### src/rtl/gate_test_pkg.sv
// Shared types and the golden truth table for the two-input gate self-test sequencer.
package gate_test_pkg;

    typedef enum logic [2:0] {
        ST_IDLE,
        ST_APPLY,
        ST_WAIT,
        ST_SAMPLE,
        ST_FINISH
    } state_t;

    localparam int NUM_VEC = 4;

    // Bit positions inside the {or,and,xor,xnor} result vector.
    localparam int RES_OR   = 3;
    localparam int RES_AND  = 2;
    localparam int RES_XOR  = 1;
    localparam int RES_XNOR = 0;

    function automatic logic [3:0] exp_gates(input logic a, input logic b);
        logic [3:0] r;
        r           = '0;
        r[RES_OR]   = a | b;
        r[RES_AND]  = a & b;
        r[RES_XOR]  = a ^ b;
        r[RES_XNOR] = ~(a ^ b);
        return r;
    endfunction

endpackage

### src/rtl/gate_test_seq.sv
// Self-test sequencer: sweeps the four {a,b} vectors through the gate datapath, waits a
// settle time, checks the results against the golden table and reports pass/errors.
module gate_test_seq
    import gate_test_pkg::*;
#(
    parameter int SETTLE_CYC = 2,
    parameter int ITER       = 1,
    parameter int ERR_W      = 4
) (
    input  logic             clk,
    input  logic             rst_n,
    input  logic             start,
    input  logic             abort,
    output logic             dut_a,
    output logic             dut_b,
    input  logic             dut_or,
    input  logic             dut_and,
    input  logic             dut_xor,
    input  logic             dut_xnor,
    output logic             busy,
    output logic             done,
    output logic             pass,
    output logic [ERR_W-1:0] err_cnt,
    output logic [1:0]       first_fail_vec,
    output logic [3:0]       first_fail_res
);

    // Control strobes are level-sampled: start is accepted only in IDLE with abort low,
    // abort returns any non-IDLE state to IDLE on the next edge; neither is acknowledged.
    state_t           state, state_d;
    logic [1:0]       vec_q, vec_d;
    logic [7:0]       iter_q, iter_d;
    logic [7:0]       cnt_q, cnt_d;
    logic             a_q, a_d, b_q, b_d;
    logic             done_q, done_d, pass_q, pass_d;
    logic [ERR_W-1:0] err_q, err_d;
    logic [1:0]       ffv_q, ffv_d;
    logic [3:0]       ffr_q, ffr_d;
    logic [3:0]       res;
    logic             mismatch;

    assign res      = {dut_or, dut_and, dut_xor, dut_xnor};
    assign mismatch = (res != exp_gates(a_q, b_q));

    always_ff @(posedge clk or negedge rst_n) begin
        if (!rst_n) begin
            state  <= ST_IDLE;
            vec_q  <= '0;
            iter_q <= '0;
            cnt_q  <= '0;
            a_q    <= 1'b0;
            b_q    <= 1'b0;
            done_q <= 1'b0;
            pass_q <= 1'b0;
            err_q  <= '0;
            ffv_q  <= '0;
            ffr_q  <= '0;
        end else begin
            state  <= state_d;
            vec_q  <= vec_d;
            iter_q <= iter_d;
            cnt_q  <= cnt_d;
            a_q    <= a_d;
            b_q    <= b_d;
            done_q <= done_d;
            pass_q <= pass_d;
            err_q  <= err_d;
            ffv_q  <= ffv_d;
            ffr_q  <= ffr_d;
        end
    end

    always_comb begin
        state_d = state;
        vec_d   = vec_q;
        iter_d  = iter_q;
        cnt_d   = cnt_q;
        a_d     = a_q;
        b_d     = b_q;
        done_d  = 1'b0;
        pass_d  = pass_q;
        err_d   = err_q;
        ffv_d   = ffv_q;
        ffr_d   = ffr_q;

        case (state)
            ST_IDLE: begin
                if (start && !abort) begin
                    state_d = ST_APPLY;
                    vec_d   = '0;
                    iter_d  = '0;
                    err_d   = '0;
                    ffv_d   = '0;
                    ffr_d   = '0;
                    pass_d  = 1'b0;
                    a_d     = 1'b0;
                    b_d     = 1'b0;
                end
            end
            ST_APPLY: begin
                cnt_d   = 8'(SETTLE_CYC);
                state_d = ST_WAIT;
            end
            ST_WAIT: begin
                cnt_d = cnt_q - 8'd1;
                if (cnt_q <= 8'd1) state_d = ST_SAMPLE;
            end
            ST_SAMPLE: begin
                if (mismatch) begin
                    if (err_q != '1) err_d = err_q + 1'b1;
                    // err_cnt never returns to zero within a run, so zero marks the first miss.
                    if (err_q == '0) begin
                        ffv_d = {a_q, b_q};
                        ffr_d = res;
                    end
                end
                if (vec_q == 2'(NUM_VEC - 1)) begin
                    a_d = 1'b0;
                    b_d = 1'b0;
                    if (iter_q == 8'(ITER - 1)) begin
                        state_d = ST_FINISH;
                        done_d  = 1'b1;
                        pass_d  = (err_d == '0);
                    end else begin
                        state_d = ST_APPLY;
                        vec_d   = '0;
                        iter_d  = iter_q + 8'd1;
                    end
                end else begin
                    state_d    = ST_APPLY;
                    vec_d      = vec_q + 2'd1;
                    {a_d, b_d} = vec_q + 2'd1;
                end
            end
            ST_FINISH: begin
                state_d = ST_IDLE;
            end
            default: begin
                state_d = ST_IDLE;
            end
        endcase

        if (abort && state != ST_IDLE) begin
            state_d = ST_IDLE;
            a_d     = 1'b0;
            b_d     = 1'b0;
            done_d  = 1'b0;
            pass_d  = 1'b0;
            err_d   = err_q;
            ffv_d   = ffv_q;
            ffr_d   = ffr_q;
        end
    end

    assign dut_a          = a_q;
    assign dut_b          = b_q;
    assign busy           = (state != ST_IDLE);
    assign done           = done_q;
    assign pass           = pass_q;
    assign err_cnt        = err_q;
    assign first_fail_vec = ffv_q;
    assign first_fail_res = ffr_q;

endmodule

### config.mk
export PLATFORM = sky130hd
export DESIGN_NAME = gate_test_seq
export DESIGN_NICKNAME = d
export VERILOG_FILES = /design/src/rtl/gate_test_pkg.sv /design/src/rtl/gate_test_seq.sv
export SDC_FILE = /design/constraint.sdc
export NUM_CORES = 1
export LEC_CHECK = 0
export ABC_AREA = 1
export CAP_MARGIN = 20
export CORE_ASPECT_RATIO = 0.9
export CORE_MARGIN = 3
export CORE_UTILIZATION = 50
export CTS_CLUSTER_SIZE = 30
export DETAILED_ROUTE_END_ITERATION = 16
export HOLD_SLACK_MARGIN = 0.02
export PLACE_DENSITY_LB_ADDON = 0.15
export SETUP_SLACK_MARGIN = 0.2
export SYNTH_ARGS = -nofsm -noshare
export SYNTH_HDL_FRONTEND = slang
export SYNTH_SLANG_ARGS = --single-unit
### constraint.sdc
create_clock -name clk -period 4.4 [get_ports clk]
set_clock_uncertainty 0.2 [all_clocks]
set_input_delay 0.88 -clock clk [delete_from_list [all_inputs] [get_ports clk]]
set_output_delay 0.88 -clock clk [all_outputs]
set_load 0.05 [all_outputs]
==> flow_metrics.env, run 1 <==
export IMPL_yosysSeqAreaShare=0.423
export IMPL_min_period_ns=2.78
export IMPL_synth_nets=279
export IMPL_hold_start="first_fail_res[0]"
export IMPL_clk_pin_slew_ns=0.08
export IMPL_grt_overflow=0
export IMPL_wl_per_cell_um=12.2
export IMPL_powerDensity_mw_per_mm2=584
export IMPL_hold_depth=2
export IMPL_cts_tree="yes"
export IMPL_fmax_mhz=359
export IMPL_synth_distinct_cells=27
export IMPL_period_share=0.633
export IMPL_peakVddDrop_mv=0.516
export IMPL_rsz0062_at_grt="no"
export IMPL_drt_iter0_drc=137
export IMPL_yosys_warnings=0
export IMPL_die_h_um=67.1
export IMPL_cts_setup_buffers=0
export IMPL_cts_sinks=35
export IMPL_dr_total_vias=1717
export IMPL_crit_chain="nor2_2 -> nand2_2 -> clkdlybuf4s50_1"
export IMPL_drt_wl_total_mm=4.10
export IMPL_diodes=0
export IMPL_worst_setup_path_type="reg -> out"
export IMPL_placed_area_mm2=0.00233
export IMPL_dpl_hpwl_mm=2.87
export IMPL_ys_ff_latch=35
export IMPL_synth_area_mm2=0.00207
export IMPL_hold_path_end="first_fail_res[0]"
export IMPL_status="finished, final reports clean"
export IMPL_intPower_w=0.000770
export IMPL_path_buf_inv=1
export IMPL_sw_frac_of_total=0.460
export IMPL_grt_pass1_vias=1626
export IMPL_ff2ff_path_depth=10
export IMPL_slew_headroom=0.660
export IMPL_p_leak_nw=1.20
export IMPL_clock_latency_ns=0.29
export IMPL_start_kind="register"
export IMPL_hold_class="reg -> reg"
export IMPL_drtAntennaViolNets=0
export IMPL_coreArea_mm2=0.00384
export IMPL_row_count=21
export IMPL_r2r_setup_slack_ns=2.35
export IMPL_slew_violations=0
export IMPL_cts_resized_gates=0
export IMPL_timing_rr_end="first_fail_res[1]"
export IMPL_grt_pass1_wl_mm=7.28
export IMPL_port_buffers=22
export IMPL_drc=0
export IMPL_die_area_mm2=0.00495
export IMPL_grt_usage=0.190
export IMPL_hold_viol_final=0
export IMPL_cts_buffers=5
export IMPL_clock_root_buffer="clkbuf_8"
export IMPL_tns_ns=0
export IMPL_maxCapViolations=0
export IMPL_grt_start_max_net_pins=36
export IMPL_fill_cells=327
export IMPL_routabilityCongestion=0.833
export IMPL_first_pass_iters=4
export IMPL_cts_buffer_depth=2
export IMPL_seq_area_um2=876
export IMPL_power_switching_w=0.000656
export IMPL_drive_above_1_share=0.155
export IMPL_start_util=0.540
export IMPL_syn_area_per_cell_um2=7.90
export IMPL_critPathMaxFanout=3
export IMPL_slowest_stage="clkdlybuf4s50_1"
export IMPL_crit_arrival_ns=1.70
export IMPL_fin_nets=306
export IMPL_vias_per_cell=5.11
export IMPL_finalSetupViolations=0
export IMPL_cts_max_level=2
export IMPL_finalInstanceArea_mm2=0.00244
export IMPL_critical_path_top_delay_family="buffers and inverters"
export IMPL_antenna_found_initial=0
export IMPL_comb_power_share=0.477
export IMPL_critPathCaptureType="primary output"
export IMPL_cts_hold_buf=0
export IMPL_multi_input_area_mm2=0.00103
export IMPL_required_ns=3.32
export IMPL_r2r_start="dut_a"
export IMPL_area_growth_pct=17.9
export IMPL_pwr_share_seq=0.319
export IMPL_slowest_delay_ns=0.72
export IMPL_io_pins=23
export IMPL_die_w_um=73.8
export IMPL_postSynthCellCount=262
export IMPL_worst_pin_slew_ns=0.509
export IMPL_clkPwrFrac=0.203
==> metrics by stage <==
step / utilization / cells / setup WS [ns] / hold WS, ns / total power (W)
global placement: 0.607 / 328 / 1.75 / 0.267 / 0.00112
floorplan: - / 262 / 2.28 / 0.257 / 0.000992
global route: 0.636 / 336 / 1.54 / 0.306 / 0.00154
detailed placement: 0.607 / 328 / 1.67 / 0.268 / 0.00114
CTS: 0.636 / 336 / 1.61 / 0.298 / 0.00144
finish: 0.636 / 336 / 1.62 / 0.289 / 0.00143
==> area by class of cell <==
class | count | area share
clock buffer | 5 | 0.0282
clock inverter | 3 | 0.0179
inverter | 36 | 0.0564
multi-input combinational | 188 | 0.422
sequential | 35 | 0.359
tap | 46 | 0.0236
timing repair buffer | 23 | 0.0933
==> Yosys cell counts <==
cell type  instances  share of area
dfrtp_1           35           0.42
o21ai_1            3         0.0072
nand2_2            6          0.018
nor2_2             2         0.0060
o21ai_0           13          0.031
or2_2              3         0.0091
o21ai_2           11          0.047
o22ai_1            3         0.0091
buf_6              2          0.011
nand2_1           66           0.12
a21oi_1            3         0.0072
nor2_1            22          0.040
nand3_1           27          0.065
inv_2              4         0.0072
xor2_1             3          0.013
nand2_4            3          0.016
xnor2_1            1         0.0042
nand4_1            1         0.0030
inv_1             31          0.056
nand3_2            4          0.019
a31oi_1            2         0.0060
inv_4              1         0.0030
nor2_4             2          0.011
a22oi_1            1         0.0036
nor3_1             3         0.0072
buf_2              1         0.0024
ha_1               9          0.054
==> cell usage in the layout, fill, tap and decap left out, types with 4 or more instances in the layout <==
cell type,Yosys,final
nand2_1,66,66
nand3_1,27,27
nand3_2,4,4
nand2_2,6,6
o21ai_0,13,13
nor2_1,22,22
inv_2,4,4
ha_1,9,9
inv_1,31,31
clkdlybuf4s50_1,0,22
o21ai_2,11,11
clkbuf_8,0,5
dfrtp_1,35,35
==> worst register-to-register path, stage by stage (launching register included) <==
cell and delay [ns]:
dfrtp_1 0.42, inv_1 0.09, ha_1 0.18, inv_1 0.05, nand2_1 0.06, nand2_1 0.05, nor2_1 0.28, nand3_1 0.14
nand3_2 0.31, nand2_1 0.12, o21ai_2 0.07
==> kinds of logic (layout without fill, tap and decap cells) <==
| logic type | after synthesis | after routing | share of synthesized area |
|---|---|---|---|
| compound gates | 36 | 36 | 0.111 |
| flops | 35 | 35 | 0.423 |
| fa+ha+maj | 9 | 9 | 0.0544 |
| buf+inv | 39 | 67 | 0.0798 |
| simple gates | 139 | 139 | 0.315 |
| xor+xnor | 4 | 4 | 0.0169 |
==> routing by layer <==
layer	GRT usage	vias to the layer above	part of all wire
met5	0	-	0
li1	-	898	-
met2	0.294	31	0.45
met1	0.269	783	0.50
met4	0.0407	0	0.0088
met3	0.0422	5	0.041
==> worst max path at each step <==
stage,from,to,slack (ns),cells after the start
final,state[0],busy,1.62,3
after CTS,state[0],busy,1.61,3
after global placement,dut_and,first_fail_res[0],1.75,9
after detailed placement,dut_or,first_fail_res[1],1.67,9
after global routing,state[0],busy,1.54,3
after floorplan,dut_a,pass,2.28,8
==> power groups by stage <==
stage               clock network, W  logic, W  registers, W
global route                0.000311  0.000763      0.000467
global placement                   0  0.000665      0.000459
floorplan                          0  0.000454      0.000538
finish                      0.000290  0.000681      0.000456
CTS                         0.000297  0.000683      0.000456
detailed placement                 0  0.000678      0.000459
==> flip-flops by register name, summed over array words and instances (netlist names) <==
| name | count |
|---|---|
| cnt_q | 8 |
| iter_q | 8 |
| err_cnt | 4 |
| first_fail_res | 4 |
| state | 3 |
| first_fail_vec | 2 |
| vec_q | 2 |
| done | 1 |
| dut_a | 1 |
| dut_b | 1 |
| pass | 1 |
Note: power is estimated with default switching activity, not from simulation.
==> run 2: changes to the inputs <==
==> constraint.sdc (replaced) <==
create_clock -name clk -period 2.91 [get_ports clk]
set_clock_uncertainty 0.2 [all_clocks]
set_input_delay 0.582 -clock clk [delete_from_list [all_inputs] [get_ports clk]]
set_output_delay 0.582 -clock clk [all_outputs]
set_load 0.05 [all_outputs]
==> flow_metrics.env, run 2 (same netlist as run 1, synthesis figures left out) <==
export IMPL_worst_pin_slew_ns=0.506
export IMPL_crit_arrival_ns=1.69
export IMPL_ff2ff_path_depth=10
export IMPL_slowest_delay_ns=0.72
export IMPL_vias_per_cell=5.02
export IMPL_start_util=0.540
export IMPL_routabilityCongestion=0.833
export IMPL_wl_per_cell_um=11.9
export IMPL_drc=0
export IMPL_peakVddDrop_mv=0.790
export IMPL_p_total_w=0.00215
export IMPL_startpoint="state[0]"
export IMPL_die_w_um=73.8
export IMPL_crit_path_end="busy"
export IMPL_worst_setup_path_type="reg -> out"
export IMPL_powerDensity_mw_per_mm2=882
export IMPL_fin_nets=306
export IMPL_dr_total_vias=1687
export IMPL_final_common_cell="nand2_1"
export IMPL_cts_sinks=35
export IMPL_rsz0062_at_grt="no"
export IMPL_min_period_ns=2.47
export IMPL_critPathCaptureType="primary output"
export IMPL_path_buf_inv=1
export IMPL_hold_viol_final=0
export IMPL_critical_path_top_delay_family="buffers and inverters"
export IMPL_antenna_found_initial=0
export IMPL_die_area_mm2=0.00495
export IMPL_p_leak_nw=1.20
export IMPL_hold_class="reg -> reg"
export IMPL_final_cell_mix="nand2_1, dfrtp_1, inv_1, nand3_1"
export IMPL_maxCapViolations=0
export IMPL_status="finished, final reports clean"
export IMPL_dpl_hpwl_mm=2.89
export IMPL_area_growth_pct=17.9
export IMPL_drt_iter0_drc=136
export IMPL_reg_top3="cnt_q (8), iter_q (8)"
export IMPL_crit_chain="nor2_2 -> nand2_2 -> clkdlybuf4s50_1"
export IMPL_cts_max_level=2
export IMPL_period_share=0.850
export IMPL_grt_overflow=0
export IMPL_drive_above_1_share=0.155
export IMPL_fill_cells=326
export IMPL_r2r_start="dut_a"
export IMPL_placed_cells=328
export IMPL_tns_ns=0
export IMPL_cp_depth=3
export IMPL_clock_root_buffer="clkbuf_8"
export IMPL_fmax_mhz=404
export IMPL_critPathMaxFanout=3
export IMPL_diodes=0
export IMPL_grt_pass1_wl_mm=7.22
export IMPL_cts_buffers=5
export IMPL_slowest_stage="clkdlybuf4s50_1"
export IMPL_cts_tree="yes"
export IMPL_drt_wl_total_mm=4.02
export IMPL_row_count=21
export IMPL_die_h_um=67.1
export IMPL_slew_violations=0
export IMPL_multi_input_area_mm2=0.00103
export IMPL_timing_rr_end="first_fail_res[1]"
export IMPL_stdcell_count=336
export IMPL_grt_usage=0.189
export IMPL_required_ns=2.13
export IMPL_clock_latency_ns=0.29
export IMPL_first_pass_iters=4
export IMPL_port_buffers=22
export IMPL_coreArea_mm2=0.00384
export IMPL_cts_setup_buffers=0
export IMPL_clk_pin_slew_ns=0.08
export IMPL_cts_resized_gates=0
export IMPL_finalSetupViolations=0
export IMPL_cts_hold_buf=0
export IMPL_io_pins=23
export IMPL_slew_headroom=0.662
export IMPL_drtAntennaViolNets=0
export IMPL_grt_start_max_net_pins=36
export IMPL_grt_pass1_vias=1603
export IMPL_seq_area_um2=876
export IMPL_r2r_setup_slack_ns=0.86
export IMPL_cts_buffer_depth=2
export IMPL_start_kind="register"
run 2: tightest hold or removal path: stages (launching register included):
cell     delay [ns]
dfrtp_1        0.35
nand2_1        0.07
o21ai_2        0.05
run 2: routing by layer:
metal  vias to the layer above  part of all wire  GRT usage
li1                        898                 -          -
met1                       761              0.52      0.278
met2                        24              0.43      0.272
met3                         4             0.040     0.0468
met4                         0            0.0072     0.0543
met5                         -                 0          0
run 2: stage by stage:
step                      hold slack [ns]  setup slack, ns   util  area (um2)
after floorplan                    0.0864            0.794      -        2070
after global placement              0.267            0.558  0.607        2330
after detailed placement            0.278            0.478  0.607        2330
after CTS                           0.298            0.425  0.636        2440
after global routing                0.307            0.350  0.636        2440
final                               0.290            0.436  0.636        2440
run 2: report_power, final:
group / internal [W] / total, W / leakage, nW / switching (W)
Sequential: 0.000592 / 0.000688 / 0.476 / 0.0000962
Clock: 0.000255 / 0.000442 / 0.0581 / 0.000187
Combinational: 0.000317 / 0.00102 / 0.665 / 0.000705
Total: 0.00116 / 0.00215 / 1.20 / 0.000989
run 2: layout make-up:
class,count,area share
Clock buffer,5,0.0282
Clock inverter,3,0.0179
Inverter,36,0.0564
Multi-Input combinational cell,188,0.422
Sequential cell,35,0.359
Tap cell,46,0.0236
Timing Repair Buffer,23,0.0933
run 2: worst min path at each step:
stage                                  from                 to  depth (start not counted)
final                     first_fail_res[0]  first_fail_res[0]                          2
after global routing      first_fail_res[3]  first_fail_res[3]                          2
after CTS                 first_fail_res[0]  first_fail_res[0]                          2
after detailed placement  first_fail_res[0]  first_fail_res[0]                          2
after global placement    first_fail_res[0]  first_fail_res[0]                          2
after floorplan                       rst_n           cnt_q[0]                          0
==> run 3: changes to the inputs <==
--- a/config.mk
+++ b/config.mk
@@ -6,7 +6,7 @@
 export NUM_CORES = 1
 export LEC_CHECK = 0
 export ABC_AREA = 1
-export CAP_MARGIN = 20
+export CAP_MARGIN = 0
 export CORE_ASPECT_RATIO = 0.9
 export CORE_MARGIN = 3
 export CORE_UTILIZATION = 50
@@ -15,6 +15,7 @@
 export HOLD_SLACK_MARGIN = 0.02
 export PLACE_DENSITY_LB_ADDON = 0.15
 export SETUP_SLACK_MARGIN = 0.2
+export SLEW_MARGIN = 20
 export SYNTH_ARGS = -nofsm -noshare
 export SYNTH_HDL_FRONTEND = slang
 export SYNTH_SLANG_ARGS = --single-unit
==> results of run 3 <==
The final DEF is identical to that of run 2; final timing and power are the same.
==> variant 1 (flow settings as in run 2) <==
The parameter `ERR_W` goes from 4 to 6.
--- a/src/rtl/gate_test_seq.sv
+++ b/src/rtl/gate_test_seq.sv
@@ -6,5 +6,5 @@
     parameter int SETTLE_CYC = 2,
     parameter int ITER       = 1,
-    parameter int ERR_W      = 4
+    parameter int ERR_W      = 6
 ) (
     input  logic             clk,
Ports: changed (resized err_cnt); port bits go from 23 to 25. No check against the original RTL was run, so the function may have changed too.
==> variant 1 against run 2 <==
Power increased by 6.9%; sequential cell count increased by 2; fmax decreased by 1.3%; core utilization decreased by 1.6 points; first-iteration DRC count decreased by 40%; final area increased by 4.9%; worst setup slack got worse by 0.033 ns; area after synthesis increased by 4.4%; routed wire length increased by 11%; global-route usage increased by 1.0 points.
==> variant 1: results (changes against run 2) <==
Placement
  • Hpwl dp: 3270 µm (+13%)
  • Port Buf Inserts: 24 (+9.1%)
  • Pre-CTS WS: 0.488 ns (+0.00983 ns)
  • Placed Instance Area: 0.00244 mm² (+4.8%)
  • GPL Wtd Cong: 0.873 (+4.7%)

Drt
  • M1 wire length: 2310 µm (+10%)
  • DRT Pass-1 Iters: 4 (unchanged)
  • Max layer used: met4
  • Initial DRC count: 81 (-40%)
  • Vias per cell: 5.28 (+5.1%)
  • DRT Wirelength: 4470 µm (+11%)
  • Routed wl met2: 1910 µm (+11%)
  • Met3 wire len: 195 µm (+22%)

Final layout
  • Layout cell share with drive strength beyond 1: 9.12% (-6.4 points)
  • # fillers: 372 (+14%)
  • Final net count: 323 (+5.6%)
  • Multi-input logic area: 0.00106 mm² (+3.4%)

CTS
  • H-tree levels: 2 (unchanged)
  • Clk slew on worst S/H paths: 0.08 ns (about the same)
  • CTS max path bufs: 2 (unchanged)
  • # Post-CTS Setup Buffers: 0 (unchanged)
  • CTS buffer count: 5 (unchanged)
  • Clk_lat worst skew: 0.30 ns
  • Post-cts resize count: 0 (unchanged)
  • Root buf cell: clkbuf_8

Critical path
  • Slowest stage delay, CP: 0.87 ns (+0.15 ns)
  • Worst R2R End: pass$_DFFE_PN0P_
  • Critical path data arrival time: 1.73 ns (+0.04 ns)
  • R2r startpoint: dut_b$_DFFE_PN0P_
  • R2R cell count: 14 (+4)
  • Slowest cell on the critical path: clkdlybuf4s50_1
  • CP delay by family, top: buffers and inverters
  • Reg2Reg Setup Slack: just under 0.9 ns
  • Crit path max fanout: 9 (+6)

Status
  • Outcome: finished, final reports clean

STA
  • Worst-margin pin slew: 0.820 ns (+0.314 ns)
  • Hold slack: 0.177 ns (-0.113 ns)

Logic synthesis
  • Top area cells in the synthesized netlist: dfrtp_1, nand2_1, inv_1
  • Top cells by count, synth: nand2_1, inv_1, dfrtp_1
  • Share of flip-flops with an asynchronous set or reset: 100% (unchanged)
  • Ys Warns: 0 (unchanged)
  • Synth cell types: 32 (+19%)
  • Post-synthesis sequential area ratio: 42.8% (+0.55 points)
  • Syn_nets: 294 (+5.4%)
  • Main flop type after synthesis: dfrtp_1

GRT
  • Vias in the first global route: 1644 (+2.6%)
  • First-pass GRT wire length: 7750 µm (+7.3%)
  • Largest net degree at the start of global routing: 38 (+5.6%)
  • All-layer global routing usage: 19.9% (+1.0 points)
  • Initial antenna violation count: 0 (unchanged)

Power
  • Peak VDD IR: 0.602 mV (-24%)
  • Leakage power: 1.27 nW (+6.2%)

Min path
  • Min-delay worst type: in -> async
variant 1: cell count changes after synthesis, moves of 3 or more:
cell and delta:
inv_1 +7, nand3_2 -4, nand4_1 +6, nand2_1 +3, a21oi_1 +9, o31ai_1 +3
o21ai_2 -10, nand3_1 -3, nor2_1 -3
variant 1: power by group:
group / switching [mW] / internal, mW / total (mW)
clock network: 0.192 / 0.279 / 0.471
registers: 0.120 / 0.644 / 0.764
logic: 0.725 / 0.342 / 1.07
total: 1.04 / 1.26 / 2.30
variant 1: final cells by class:
| cell class | instances | area share, % |
|---|---|---|
| multi-input cells | 197 | 41.6 |
| flip-flops and latches | 37 | 36.2 |
| clock inverters | 2 | 1.47 |
| well taps | 48 | 2.35 |
| inverters | 41 | 6.01 |
| repair buffers | 24 | 9.19 |
| clock buffers | 6 | 3.23 |
variant 1: per-layer routing:
layer  vias up  GRT usage (%)
met5         -              0
met4         0           6.55
met3         4           4.55
met2        35           28.8
met1       874           29.2
li1        960              -
variant 1: worst max path at each step:
stage,startpoint,endpoint,slack [ns],cells after the start
6_report,err_cnt[2]$_DFFE_PN0P_,err_cnt[2],0.40,1
5_1_grt,state[2]$_DFFE_PN0P_,busy,0.31,3
4_1_cts,err_cnt[2]$_DFFE_PN0P_,err_cnt[2],0.41,1
3_5_place_dp,dut_or,pass$_DFFE_PN0P_,0.49,13
3_3_place_gp,dut_or,pass$_DFFE_PN0P_,0.54,13
2_1_floorplan,dut_a$_DFFE_PN0P_,pass$_DFFE_PN0P_,0.75,11
variant 1: through the flow:
step | power [mW] | instances
after floorplan | 1.57 | 277
after global placement | 1.83 | 347
after detailed placement | 1.84 | 347
after CTS | 2.32 | 355
after global routing | 2.48 | 355
final | 2.30 | 355
variant 1: cells by family (layout without fill, tap and decap cells):
kind of cell             after synthesis  count (layout)  share of synthesized area (%)
AO/OA/AOI/OAI                         42              42                           11.3
XOR/XNOR                               6               6                           2.43
adder cells (fa/ha/maj)                9               9                           5.21
buffers and inverters                 43              73                           7.87
flip-flops                            37              37                           42.8
multiplexers                           2               2                          0.926
AND/OR/NAND/NOR                      138             138                           29.4
==> variant 2 (settings of run 2) <==
Without the edit above. Encoding of `state_t`: now one-hot (5 bits for 5 states).
--- a/src/rtl/gate_test_pkg.sv
+++ b/src/rtl/gate_test_pkg.sv
@@ -2,10 +2,10 @@
 package gate_test_pkg;
 
-    typedef enum logic [2:0] {
-        ST_IDLE,
-        ST_APPLY,
-        ST_WAIT,
-        ST_SAMPLE,
-        ST_FINISH
+    typedef enum logic [4:0] {
+        ST_IDLE   = 5'b00001,
+        ST_APPLY  = 5'b00010,
+        ST_WAIT   = 5'b00100,
+        ST_SAMPLE = 5'b01000,
+        ST_FINISH = 5'b10000
     } state_t;
 
Behaviour: same outputs for any inputs over 10 cycles, from zero or initial values and one cycle with rst_n low; not proved beyond that.
==> variant 2 against run 2 <==
Non-clock buffer count down 1; largest cell class unchanged; worst setup slack worse by 0.13 ns; routed wire length up 2.7%; global-route usage down 1.2 points; power down 22%; final area up 4.8%; sequential cell count up 2; area after synthesis up 4.4%; via count up 4.6%.
==> variant 2: results (changes against run 2) <==
Placement
  • Placed Instance Area: 0.00242 mm² (+4.0%)
  • Hpwl dp: 3050 µm (+5.5%)
  • DP Cell Count: 339 (+3.4%)
  • Pre-CTS WS: 0.548 ns (+0.0706 ns)

Logic synthesis
  • Post-synthesis xor/xnor area fraction: 2.84% (+1.1 points)
  • Top area cells in the synthesized netlist: dfrtp_1, nand2_1, nand3_1
  • Synth Area per Inst: 7.98 µm² (+0.94%)
  • Synth Area in Adders: 5.21% (-0.23 points)
  • Syn_nets: 288 (+3.2%)
  • Mux contribution to synthesized area: 0% (unchanged)
  • Synth cell types: 35 (+30%)
  • Top cells by count, synth: nand2_1, dfrtp_1, inv_1
  • Post-synthesis sequential area ratio: 42.9% (+0.59 points)

Critical path
  • Crit path max fanout: 4 (+1)
  • Critical path data arrival time: 1.82 ns (+0.13 ns)

Power
  • Leakage power: 1.30 nW (+8.0%)
  • Peak VDD IR: 0.522 mV (-34%)

Status
  • Outcome: finished, final reports clean

STA
  • Rel. slew slack: 47.3% (-19 points)

Final layout
  • Layout cell share with drive strength beyond 1: 12.7% (-2.8 points)
  • # fillers: 376 (+15%)
  • Largest registers: cnt_q x8, iter_q x8, state x5
  • Non-Filler Instances: 347 (+3.3%)
  • Final net count: 315 (+2.9%)

Drt
  • Vias per cell: 5.08 (+1.2%)
  • DRT Wirelength: 4120 µm (+2.7%)
  • M1 wire length: 2120 µm (+0.57%)
  • Met3 wire len: 185 µm (+16%)
  • Initial DRC count: 68 (-50%)

GRT
  • Routing usage on met3: 4.99% (+0.32 points)
  • Met2 usage: 27.8% (+0.59 points)
  • Vias in the first global route: 1622 (+1.2%)
  • Met1 Resource Use GR: 24.1% (-3.7 points)
  • All-layer global routing usage: 17.8% (-1.2 points)
  • Largest net degree at the start of global routing: 38 (+5.6%)
  • First-pass GRT wire length: 7050 µm (-2.4%)

Min path
  • Min-delay worst type: in -> async

CTS
  • Post-cts resize count: 0 (unchanged)
-- variant 2: changes by cell type after synthesis, moves of 3 or more --
cell            run 2  this run
a21oi_1             3         7
inv_2               4         9
nand2_2             6         2
nand3_2             4         1
nand4_1             1         6
nor2_2              2         5
o21ai_1             3         7
o21ai_2            11         0
xor2_1              3         6
-- variant 2: layout make-up --
class | count | area (µm²) | share of cell area [%]
Inverter | 43 | 164 | 6.41
Tap cell | 48 | 60.1 | 2.35
Clock inverter | 3 | 68.8 | 2.69
Timing Repair Buffer | 22 | 215 | 8.41
Multi-Input combinational cell | 189 | 1050 | 41.2
Sequential cell | 37 | 927 | 36.2
Clock buffer | 5 | 68.8 | 2.69
-- variant 2: final timing paths --
| path | start | slack (ns) | cells past startpoint | to |
|---|---|---|---|---|
| max in group asynchronous | rst_n | 1.84 | 1 | err_cnt[1]$_DFFE_PN0P_ |
| worst min-delay path | rst_n | 0.17 | 1 | first_fail_res[2]$_DFFE_PN0P_ |
| worst max-delay path | state[0]$_DFFE_PN1P_ | 0.31 | 4 | busy |
| worst min register to register | first_fail_res[1]$_DFFE_PN0P_ | 0.27 | 2 | first_fail_res[1]$_DFFE_PN0P_ |
| min in group clk | first_fail_res[1]$_DFFE_PN0P_ | 0.27 | 2 | first_fail_res[1]$_DFFE_PN0P_ |
| worst max register to register | dut_a$_DFFE_PN0P_ | 0.79 | 11 | first_fail_vec[0]$_DFFE_PN0P_ |
-- variant 2: critical path, stage by stage (launching register included) --
cell             delay (ns)
dfstp_2                0.54
inv_1                  0.06
nor2_2                 0.08
nand3_2                0.12
clkdlybuf4s50_1        0.73
-- variant 2: power by group --
group          internal (mW)  switching [mW]  leakage [nW]
Sequential             0.564          0.0406         0.507
Combinational          0.177           0.364         0.720
Clock                  0.345           0.190        0.0687
Total                   1.09           0.595          1.30
